===== src/rtl/demux_destino.sv =====
// Output-side demux: drains a show-ahead FIFO through a one-entry holding register
// and steers each word to P0..P3 by its top two bits, honouring almost_full backpressure.
module demux_destino #(
    parameter int DATA_WIDTH = 10,
    parameter int CNT_WIDTH  = 8
) (
    input  logic                  clk,
    input  logic                  reset,
    input  logic                  empty_in,
    input  logic [DATA_WIDTH-1:0] in_data,
    output logic                  pop_in,
    input  logic                  almost_full_P0,
    input  logic                  almost_full_P1,
    input  logic                  almost_full_P2,
    input  logic                  almost_full_P3,
    output logic                  push_P0,
    output logic                  push_P1,
    output logic                  push_P2,
    output logic                  push_P3,
    output logic [DATA_WIDTH-1:0] out_data_P0,
    output logic [DATA_WIDTH-1:0] out_data_P1,
    output logic [DATA_WIDTH-1:0] out_data_P2,
    output logic [DATA_WIDTH-1:0] out_data_P3,
    output logic [CNT_WIDTH-1:0]  cnt_P0,
    output logic [CNT_WIDTH-1:0]  cnt_P1,
    output logic [CNT_WIDTH-1:0]  cnt_P2,
    output logic [CNT_WIDTH-1:0]  cnt_P3,
    output logic [1:0]            state
);

    typedef enum logic [1:0] {
        IDLE  = 2'b00,
        PASS  = 2'b01,
        STALL = 2'b10
    } state_t;

    state_t                 state_q, state_next;
    logic                   hold_valid;
    logic [DATA_WIDTH-1:0]  hold_data;
    logic [CNT_WIDTH-1:0]   cnt [4];
    logic [3:0]             af;
    logic [3:0]             push;
    logic [1:0]             dest;
    logic [1:0]             next_dest;
    logic                   next_valid;
    logic                   push_any;
    logic                   pop;

    assign af = {almost_full_P3, almost_full_P2, almost_full_P1, almost_full_P0};

    // Strobes are gated by reset so they drop immediately, not at the next edge.
    always_comb begin
        dest = hold_data[DATA_WIDTH-1 -: 2];
        push = '0;
        if (reset && hold_valid && !af[dest]) begin
            push[dest] = 1'b1;
        end
    end

    assign push_any = |push;
    assign pop      = reset & ~empty_in & (~hold_valid | push_any);

    always_comb begin
        next_valid = hold_valid;
        next_dest  = dest;
        if (pop) begin
            next_valid = 1'b1;
            next_dest  = in_data[DATA_WIDTH-1 -: 2];
        end else if (push_any) begin
            next_valid = 1'b0;
        end
        if (!next_valid) begin
            state_next = IDLE;
        end else if (af[next_dest]) begin
            state_next = STALL;
        end else begin
            state_next = PASS;
        end
    end

    always_ff @(posedge clk or negedge reset) begin
        if (!reset) begin
            state_q    <= IDLE;
            hold_valid <= 1'b0;
            hold_data  <= '0;
        end else begin
            state_q <= state_next;
            if (pop) begin
                hold_data  <= in_data;
                hold_valid <= 1'b1;
            end else if (push_any) begin
                hold_valid <= 1'b0;
            end
        end
    end

    always_ff @(posedge clk or negedge reset) begin
        if (!reset) begin
            for (int unsigned i = 0; i < 4; i++) begin
                cnt[i] <= '0;
            end
        end else begin
            for (int unsigned i = 0; i < 4; i++) begin
                if (push[i]) begin
                    cnt[i] <= cnt[i] + 1'b1;
                end
            end
        end
    end

    assign pop_in      = pop;
    assign push_P0     = push[0];
    assign push_P1     = push[1];
    assign push_P2     = push[2];
    assign push_P3     = push[3];
    assign out_data_P0 = push[0] ? hold_data : '0;
    assign out_data_P1 = push[1] ? hold_data : '0;
    assign out_data_P2 = push[2] ? hold_data : '0;
    assign out_data_P3 = push[3] ? hold_data : '0;
    assign cnt_P0      = cnt[0];
    assign cnt_P1      = cnt[1];
    assign cnt_P2      = cnt[2];
    assign cnt_P3      = cnt[3];
    assign state       = state_q;

endmodule


===== config.mk =====
export PLATFORM = sky130hd
export DESIGN_NAME = demux_destino
export DESIGN_NICKNAME = d
export VERILOG_FILES = /design/src/rtl/demux_destino.sv
export SDC_FILE = /design/constraint.sdc
export NUM_CORES = 1
export LEC_CHECK = 0
export ABC_AREA = 1
export ABC_CLOCK_PERIOD_IN_PS = 2700
export CAP_MARGIN = 20
export CORE_ASPECT_RATIO = 0.9
export CORE_MARGIN = 1
export CORE_UTILIZATION = 47
export CTS_CLUSTER_DIAMETER = 150
export CTS_CLUSTER_SIZE = 12
export DETAILED_ROUTE_END_ITERATION = 8
export GPL_TIMING_DRIVEN = 0
export PLACE_DENSITY = 0.83
export SYNTH_ARGS = -nofsm -noshare
export SYNTH_HDL_FRONTEND = slang
export SYNTH_SLANG_ARGS = --single-unit
export TNS_END_PERCENT = 10

===== constraint.sdc =====
create_clock -name clk -period 2.7 [get_ports clk]
set_clock_uncertainty 0.1 [all_clocks]
set_input_delay 0.27 -clock clk [delete_from_list [all_inputs] [get_ports clk]]
set_output_delay 0.27 -clock clk [all_outputs]
set_load 0.02 [all_outputs]

==> qor.csv, run 1 <==
metric,value,unit
grt_pass1_wl,10100,µm
critPathCaptureType,output pin,
dpl_worst_slack,-250,ps
numClockSinks,45,
n_antenna_cell,0,
synth.area.top_cells,"dfrtp_1 47%, nand2_1 9.2%, nor2_1 6.6%",
antenna_found_initial,0,
cp-start-kind,flop,
fp-row-count,24,
vias,2184,
first_pass_iters,4,
powerDensity,825,nW/µm²
seq_power_share,35.7,%
grt.busiest_layer,met2,
ant_nets,0,
yosys.area.top_type,dfrtp_1,
synth_area_per_cell,8.44,µm²
area_delta_synth_final,50.1,%
synth_seq_cells,45,
routed_wl,5960,µm
crit_fanout,10,
setup.worst_path.class,reg -> out,
root_buffer,clkbuf_8,
hold_class,reg -> reg,
r2r-end,hold_data[3],
arrival,2270,ps
vdd_drop_max,586,µV
ff2ff_setup_slack,850,ps
hold_viol,0,
outcome,"finished, final reports clean",
fmax,378,MHz
clk_pin_slew,80,ps
synthDistinctLibCells,29,
grtUsageMet3,5.00,%
io_buffers,91,
placeableCoreArea,4830,µm²
clockBufferDepth,2,
tritoncts,yes,
grt_usage,24.2,%
synthesis.area,2370,µm²
drv_cap,0,
worst_pin_slew,723,ps
fin_crit,2640,ps
crit_required,2330,ps
dp_hpwl,4290,µm
finalSetupViolCount,0,
yosys_warnings,0,
numCtsBuffers,5,
die_x,76.9,µm
fin_ws,55.8,ps
relSlewSlack,51.7,%
ys_seq_area_share,47.5,%
rsz0062_at_grt,true,
pwr-share-comb,50.3,%
dieHeight,69.4,µm
ios,96,
synthCells,281,
worst-r2r-cell-count,11,
grt_max_degree,17,
viasPerCell,4.81,
maxSlewViolCount,0,
worst_r2r_startpoint,hold_data[8],
post-route-period-util,97.9,%
htree_levels,2,
grt.overflow.total,0,
crit_path_end,out_data_P3[8],
setup-tns-final,0,ps
routabilityCongestion,0.890,
p_sw,1.26,mW
cp-startpoint,hold_data[8],
power_frac_clock,14.0,%
die_area,5330,µm²
fin_nets,409,
wl_per_cell,13.1,µm
start_util,49.0,%
p_total,2.94,mW
use_met1,31.2,%
met2_usage,40.3,%
drive_gt1_share,10.0,%
switching_share,43.0,%
drtIter0Drc,132,
grt_pass1_vias,2115,
synth_top_area_share,47.5,%
insertion_delay,300,ps
drc_errors,0,
fin_util,73.6,%
leakagePower,2.18,nW
p_int,1.67,mW
==> layer usage <==
layer	wire (µm)	share of wire, %
met3	322	5.4
met4	60	1.0
met1	2550	43
met5	0	0
met2	3030	51
==> metrics by stage <==
stage                     std cells  hold WS, ps  cell area (µm²)
final                           454          378             3560
after global routing            454          395             3560
after CTS                       454          379             3500
after detailed placement        441          119             3390
after global placement          440          361             3370
after floorplan                 284         -126             2380
==> cells by family (layout without fill, tap and decap cells) <==
logic type      Yosys count  in the layout  synth area share [%]
flops                    45             45                  47.5
other cells               1              4                 0.158
xor+xnor                 27             27                  9.97
buf+inv                  49            154                  9.71
compound gates           13             13                  2.74
simple gates            142            142                  27.8
fa+ha+maj                 4              4                  2.11
==> area by class of cell <==
cell class / instances / area [µm²]
clock buffers: 7 / 76.3
flip-flops and latches: 45 / 1130
fillers: 381 / 1280
well taps: 65 / 81.3
plain buffers: 9 / 81.3
clock inverters: 1 / 7.51
inverters: 40 / 155
repair buffers: 97 / 1000
multi-input cells: 190 / 1030
==> power by group through the flow <==
stage	logic (mW)	clock network [mW]	registers (mW)
2_1_floorplan	0.759	0	1.17
3_3_place_gp	1.43	0	1.05
3_5_place_dp	1.47	0	1.05
4_1_cts	1.49	0.417	1.05
5_1_grt	1.62	0.446	1.08
6_report	1.48	0.412	1.05
==> worst max-delay path, stage by stage (launching register included) <==
cell and delay (ps):
dfrtp_1 350, buf_6 140, inv_6 50, nand2_2 60
nand2_2 50, nand2_2 70, nand3_4 130, inv_2 80
nand2_1 150, clkbuf_4 240, inv_1 70, clkdlybuf4s50_1 590
==> registers in the layout, summed over array words and instances, names as in the netlist <==
signal / count
state: 2
hold_valid: 1
cnt_P1: 8
cnt_P3: 8
cnt_P2: 8
hold_data: 10
cnt_P0: 8
==> cell usage after synthesis <==
master / number
buf_2: 2
conb_1: 1
inv_2: 4
nand3_4: 1
buf_12: 1
xnor2_1: 12
buf_6: 1
o21ai_1: 1
nor3_2: 2
o21ai_0: 10
nor3_4: 2
inv_1: 35
nor2_2: 1
xor2_1: 15
nand2_2: 7
ha_1: 4
a21oi_1: 2
nand2_4: 1
nor4_1: 1
nand4_1: 4
buf_4: 4
nand2_1: 58
inv_6: 1
nand3b_2: 1
dfrtp_1: 45
clkbuf_1: 1
nor2_1: 42
nand3_1: 20
nor3_1: 2
==> timing repair <==
item / 4_1_cts / 5_1_grt
hold buffers: 3 / 0
hold endpoints to repair: 31 / 0
resized for setup: 17 / 23
setup buffers: 2 / 0
setup endpoints to repair: 36 / 21
pin swaps: 2 / 0
==> cell usage in the layout (no fill, tap or decap), types with 4 or more instances in the layout <==
cell             synthesis  layout
clkdlybuf4s50_1          0      55
conb_1                   1       4
buf_4                    4       7
xor2_1                  15      15
xnor2_1                 12      12
dlygate4sd2_1            0      15
inv_2                    4       4
nor2_1                  42      42
ha_1                     4       4
nand2_2                  7       7
inv_1                   35      35
o21ai_0                 10      10
nand3_1                 20      20
clkbuf_8                 0       5
dlymetal6s2s_1           0      20
dfrtp_1                 45      45
nand2_1                 58      58
nand4_1                  4       4
==> worst min-delay path by stage <==
| stage | cells after the start | start | endpoint | slack, ps |
|---|---|---|---|---|
| floorplan | 0 | reset | cnt_P0[0] | -130 |
| global placement | 1 | cnt_P0[7] | cnt_P0[7] | 360 |
| detailed placement | 1 | reset | cnt_P0[5] | 120 |
| CTS | 1 | cnt_P3[7] | cnt_P3[7] | 380 |
| global route | 1 | cnt_P0[7] | cnt_P0[7] | 400 |
| finish | 1 | cnt_P0[7] | cnt_P0[7] | 380 |
No activity file was read; power rests on OpenSTA's default activity.
==> run 2, diff against run 1 <==
CORE_UTILIZATION = 45   (was 47)
PLACE_DENSITY = 0.8   (was 0.83)
==> run 2 against run 1 <==
Routed wire length decreased by 1.4%. Sequential power about the same. First-iteration DRC count decreased by 30%. Critical path depth decreased by 2. Hold slack got worse by 4.6 ps. Global-route usage decreased by 1.6 points. Clock-buffer cell count decreased by 1. Combinational power about the same. Die area increased by 4.3%. Flip-flop and latch count unchanged. Via count increased by 1.1%. Worst setup slack improved by 70 ps.
==> qor.csv, run 2 (synthesized netlist as in run 1, its figures left out) <==
metric,value,unit
viasPerCell,4.87,
rsz0062_at_grt,false,
final_cell_mix,"58 x nand2_1, 54 x clkdlybuf4s50_1, 45 x dfrtp_1, 42 x nor2_1, 35 x inv_1",
drive_gt1_share,10.8,%
path_cells,buf_6 > inv_6 > nand2_2 > nand2_1 > nand2_2 > nand3_4 > nor3_4 > buf_4 > clkdlybuf4s50_1,
root_buffer,clkbuf_8,
n_antenna_cell,0,
post-route-period-util,95.3,%
start_util,47.9,%
grt_usage,22.6,%
hp-start,cnt_P0[7],
layout_commonest_cell,nand2_1,
finalSetupViolCount,0,
cpMostUsedCell,nand2_2,
insertion_delay,300,ps
fin_nets,409,
finalNonFillerCells,454,
dieHeight,70.9,µm
largest_register,hold_data,
drc_errors,0,
numCtsBuffers,5,
dpl_worst_slack,-194,ps
cp_num_buf_inv,4,
fin_util,72.1,%
drtIter0Drc,93,
fin_hold_ws,373,ps
vias,2209,
relSlewSlack,66.4,%
worst-path-stages,9,
hold_viol,0,
grt.overflow.total,0,
setup.worst_path.class,reg -> out,
maxSlewViolCount,0,
dp_hpwl,4290,µm
fin_area,3570,µm²
crit_required,2330,ps
worst_r2r_startpoint,hold_data[8],
grt_pass1_vias,2080,
clk_pin_slew,80,ps
postPlaceCellArea,3390,µm²
crit_fanout,7,
tritoncts,yes,
final-seq-area,1130,µm²
numClockSinks,45,
antenna_found_initial,0,
cp-start-kind,flop,
worst_pin_slew,503,ps
critPathCaptureType,output pin,
largest_reg_flops,10,
ios,96,
slowest_stage,clkdlybuf4s50_1,
crit_path_end,push_P0,
htree_levels,2,
routabilityCongestion,0.759,
fp-row-count,24,
grt_pass1_wl,9590,µm
die_area,5560,µm²
wl_met1,2510,µm
routed_wl,5880,µm
vdd_drop_max,528,µV
grt_max_degree,35,
worst_path_largest_cell_delay,610,ps
worst-r2r-cell-count,11,
outcome,"finished, final reports clean",
p_total,2.95,mW
wl_met2,2860,µm
multi_input_area,1030,µm²
powerDensity,826,nW/µm²
wl_per_cell,12.9,µm
ant_nets,0,
arrival,2200,ps
r2r-end,hold_data[3],
cpLargestDelayFamily,buffers and inverters,
placeableCoreArea,4950,µm²
die_x,78.5,µm
cp-startpoint,hold_data[8],
fmax,389,MHz
io_buffers,91,
clockBufferDepth,2,
first_pass_iters,5,
fill_cells,403,
fin_ws,126,ps
dr_wl_met3,403,µm
ff2ff_setup_slack,850,ps
top_layer_used,met4,
setup-tns-final,0,ps
area_delta_synth_final,50.7,%
drv_cap,0,
hold_class,reg -> reg,
dp.cells,441,
fin_crit,2570,ps
leakagePower,2.16,nW
==> run 2: area by class of cell <==
cell class              instances  share of cell area [%]
multi-input cells             190                    28.7
repair buffers                 97                    28.0
plain buffers                   9                    2.35
flip-flops and latches         45                    31.5
clock buffers                   6                    2.31
clock inverters                 2                   0.385
inverters                      40                    4.41
well taps                      65                    2.28
==> run 2: worst min-delay path by stage <==
| stage | cells after the start | end | slack (ps) |
|---|---|---|---|
| 5_1_grt | 1 | cnt_P0[7] | 400 |
| 2_1_floorplan | 0 | cnt_P0[0] | -130 |
| 3_5_place_dp | 1 | cnt_P0[7] | 70 |
| 3_3_place_gp | 1 | cnt_P0[7] | 360 |
| 4_1_cts | 1 | cnt_P0[7] | 380 |
| 6_report | 1 | cnt_P0[7] | 370 |
==> run 2: power by group <==
| group | total [mW] | leakage, nW | internal, mW | switching (mW) |
|---|---|---|---|---|
| sequential | 1.03 | 0.572 | 0.876 | 0.157 |
| clock | 0.437 | 0.0512 | 0.207 | 0.229 |
| combinational | 1.48 | 1.54 | 0.612 | 0.868 |
| total | 2.95 | 2.16 | 1.70 | 1.25 |
==> run 2: metal layers <==
metal | track usage (%) | vias up
li1 | - | 1070
met3 | 5.94 | 17
met5 | 0 | -
met2 | 38.0 | 88
met1 | 27.9 | 1034
met4 | 8.23 | 0
==> run 2: what timing repair did <==
item / 4_1_cts / 5_1_grt
endpoints found under the setup margin: 35 / 19
gates resized for setup: 23 / 20
pin swaps: 1 / 1
cloned: 0 / 0
endpoints found under the hold margin: 45 / 0
hold buffers: 3 / 0
buffers inserted: 1 / 1
==> run 3, diff against run 2 <==
ABC_AREA = not set   (was 1)
CTS_CLUSTER_DIAMETER = not set   (was 150)
GPL_TIMING_DRIVEN = not set   (was 0)
PLACE_DENSITY = 0.79   (was 0.8)
==> run 3 against run 2 <==
Core utilization shrank 4.3 points. Register-to-register slack lost 40 ps. Non-clock buffer count shrank 7. Worst setup slack lost 21 ps. Clock power grew 17%. Sequential power grew 8%. Combinational power shrank 22%. Synthesized area grew 3.9%. Sequential share of layout area grew 0.14 points. Global-route usage shrank 2.3 points. Critical path depth shrank 2. Clock-buffer cell count is the same.
==> qor.csv, run 3 <==
metric,value,unit
outcome,"finished, final reports clean",
routed_wl,5460,µm
ys_seq_area_share,45.7,%
fin_area,3570,µm²
setup.worst_path.class,in -> out,
largest_reg_flops,10,
pwr-share-comb,41.7,%
largest_register,hold_data,
worst_r2r_startpoint,hold_data[8],
min_path_cells,1,
grt_usage,20.2,%
grt_pass1_wl,8870,µm
synth.area.top_cells,"dfrtp_1 46%, and2_1 8.1%, xnor2_1 7.8%",
leakagePower,1.49,nW
finalSetupViolCount,0,
crit_fanout,26,
fmax,385,MHz
synth_top_area_share,45.7,%
yosys_warnings,0,
yosysMostFrequentCell,dfrtp_1,
worst-r2r-cell-count,5,
first_pass_iters,4,
synth_commonest_cells,"45 x dfrtp_1, 32 x and2_1, 22 x xnor2_1, 13 x mux2_2, 12 x nand4_1",
clk_pin_slew,80,ps
ff2ff_setup_slack,810,ps
routabilityCongestion,0.874,
drv_cap,0,
yosys.area.top_type,dfrtp_1,
postCtsSetupBuffers,0,
synth_area_per_cell,11.6,µm²
root_buffer,clkbuf_8,
synthDistinctLibCells,47,
setup-tns-final,0,ps
final_cell_mix,"90 x clkdlybuf4s50_1, 43 x dfrtp_1, 32 x and2_1, 22 x xnor2_1, 13 x mux2_2",
drive_gt1_share,14.5,%
seq_power_share,39.9,%
grt_pass1_vias,1886,
viasPerCell,5.17,
p_total,2.78,mW
p_sw,1.03,mW
synth-edff-count,0,
power_frac_clock,18.4,%
io_buffers,91,
arrival,2220,ps
synthCells,212,
r2r-end,hold_data[2],
area_delta_synth_final,44.7,%
grt.overflow.total,0,
ys_dominant_reg_cell,dfrtp_1,
async_flop_share,100,%
wl_per_cell,14.5,µm
powerDensity,778,nW/µm²
tritoncts,yes,
numClockSinks,45,
postPlaceCellArea,3440,µm²
dieHeight,72.2,µm
crit_required,2330,ps
drc_errors,0,
dp_hpwl,4070,µm
cp-start-kind,primary input,
htree_levels,2,
maxSlewViolCount,0,
n_antenna_cell,0,
ios,96,
critPathCaptureType,output pin,
die_area,5780,µm²
start_util,46.9,%
numCtsBuffers,5,
fin_nets,330,
vdd_drop_max,602,µV
synthesis.area,2460,µm²
hold_viol,0,
post-route-period-util,96.1,%
antenna_found_initial,0,
die_x,80.0,µm
min_to,cnt_P3[7],
synth_seq_cells,45,
fp-row-count,25,
ant_nets,0,
drtIter0Drc,100,
layout_commonest_cell,clkdlybuf4s50_1,
insertion_delay,300,ps
clockBufferDepth,2,
vias,1949,
placeableCoreArea,5260,µm²
hp-start,cnt_P3[7],
switching_share,36.9,%
p_int,1.75,mW
fin_crit,2590,ps
grt_max_degree,27,
hold_class,reg -> reg,
run 3: area by class of cell:
type	count	area (µm²)
Fill cell	420	1690
Multi-Input combinational cell	157	1270
Sequential cell	45	1130
Timing Repair Buffer	99	972
Tap cell	67	83.8
Clock buffer	6	72.6
Clock inverter	2	38.8
Inverter	1	3.75
run 3: timing repair:
action,CTS,global route
hold buffers,1,0
setup endpoints to repair,0,22
gates resized for setup,0,3
endpoints found under the hold margin,45,0
run 3: stage by stage:
step / utilization [%] / hold WS [ps] / std cells / worst slack, ps
detailed placement: 65.4 / 293 / 368 / 212
floorplan: - / -126 / 215 / 787
CTS: 67.7 / 381 / 377 / 3.70
global route: 67.9 / 409 / 377 / -0.139
finish: 67.9 / 374 / 377 / 105
global placement: 65.4 / 292 / 368 / 231
run 3: cells by family (layout without fill, tap and decap cells):
logic type / count (synthesis) / after routing / synth area share, %
compound gates: 16 / 16 / 6.40
xor+xnor: 28 / 28 / 9.95
fa+ha+maj: 4 / 4 / 2.03
buf+inv: 13 / 108 / 3.35
flops: 45 / 45 / 45.7
mux: 19 / 19 / 8.79
other cells: 1 / 4 / 0.152
simple gates: 86 / 86 / 23.6
run 3: worst max-delay path by stage:
stage	start	to	slack, ps	cells after the start
3_3_place_gp	almost_full_P3	pop_in	230	6
5_1_grt	reset	pop_in	-0.1	7
4_1_cts	hold_data[8]	pop_in	4	5
3_5_place_dp	almost_full_P3	pop_in	210	6
6_report	reset	pop_in	110	7
2_1_floorplan	hold_data[8]	out_data_P0[0]	790	5
run 3: critical path, cell delays in order:
cell and delay (ps):
buf_2 150, dlygate4sd3_1 610, buf_6 240, and2b_1 240, nand2_4 60, inv_1 50, clkdlybuf4s50_1 590
run 3: power groups by stage:
| stage | combinational (mW) | sequential (mW) | clock [mW] |
|---|---|---|---|
| detailed placement | 1.16 | 1.12 | 0 |
| CTS | 1.17 | 1.11 | 0.522 |
| finish | 1.16 | 1.11 | 0.510 |
| floorplan | 0.669 | 1.14 | 0 |
| global route | 1.24 | 1.15 | 0.553 |
| global placement | 1.14 | 1.11 | 0 |
run 3: routing by layer:
metal / vias to the layer above / track usage [%] / wire (µm)
met5: - / 0 / 0
met4: 0 / 7.74 / 129
li1: 938 / - / -
met2: 75 / 32.9 / 2590
met1: 926 / 25.1 / 2370
met3: 10 / 6.67 / 373
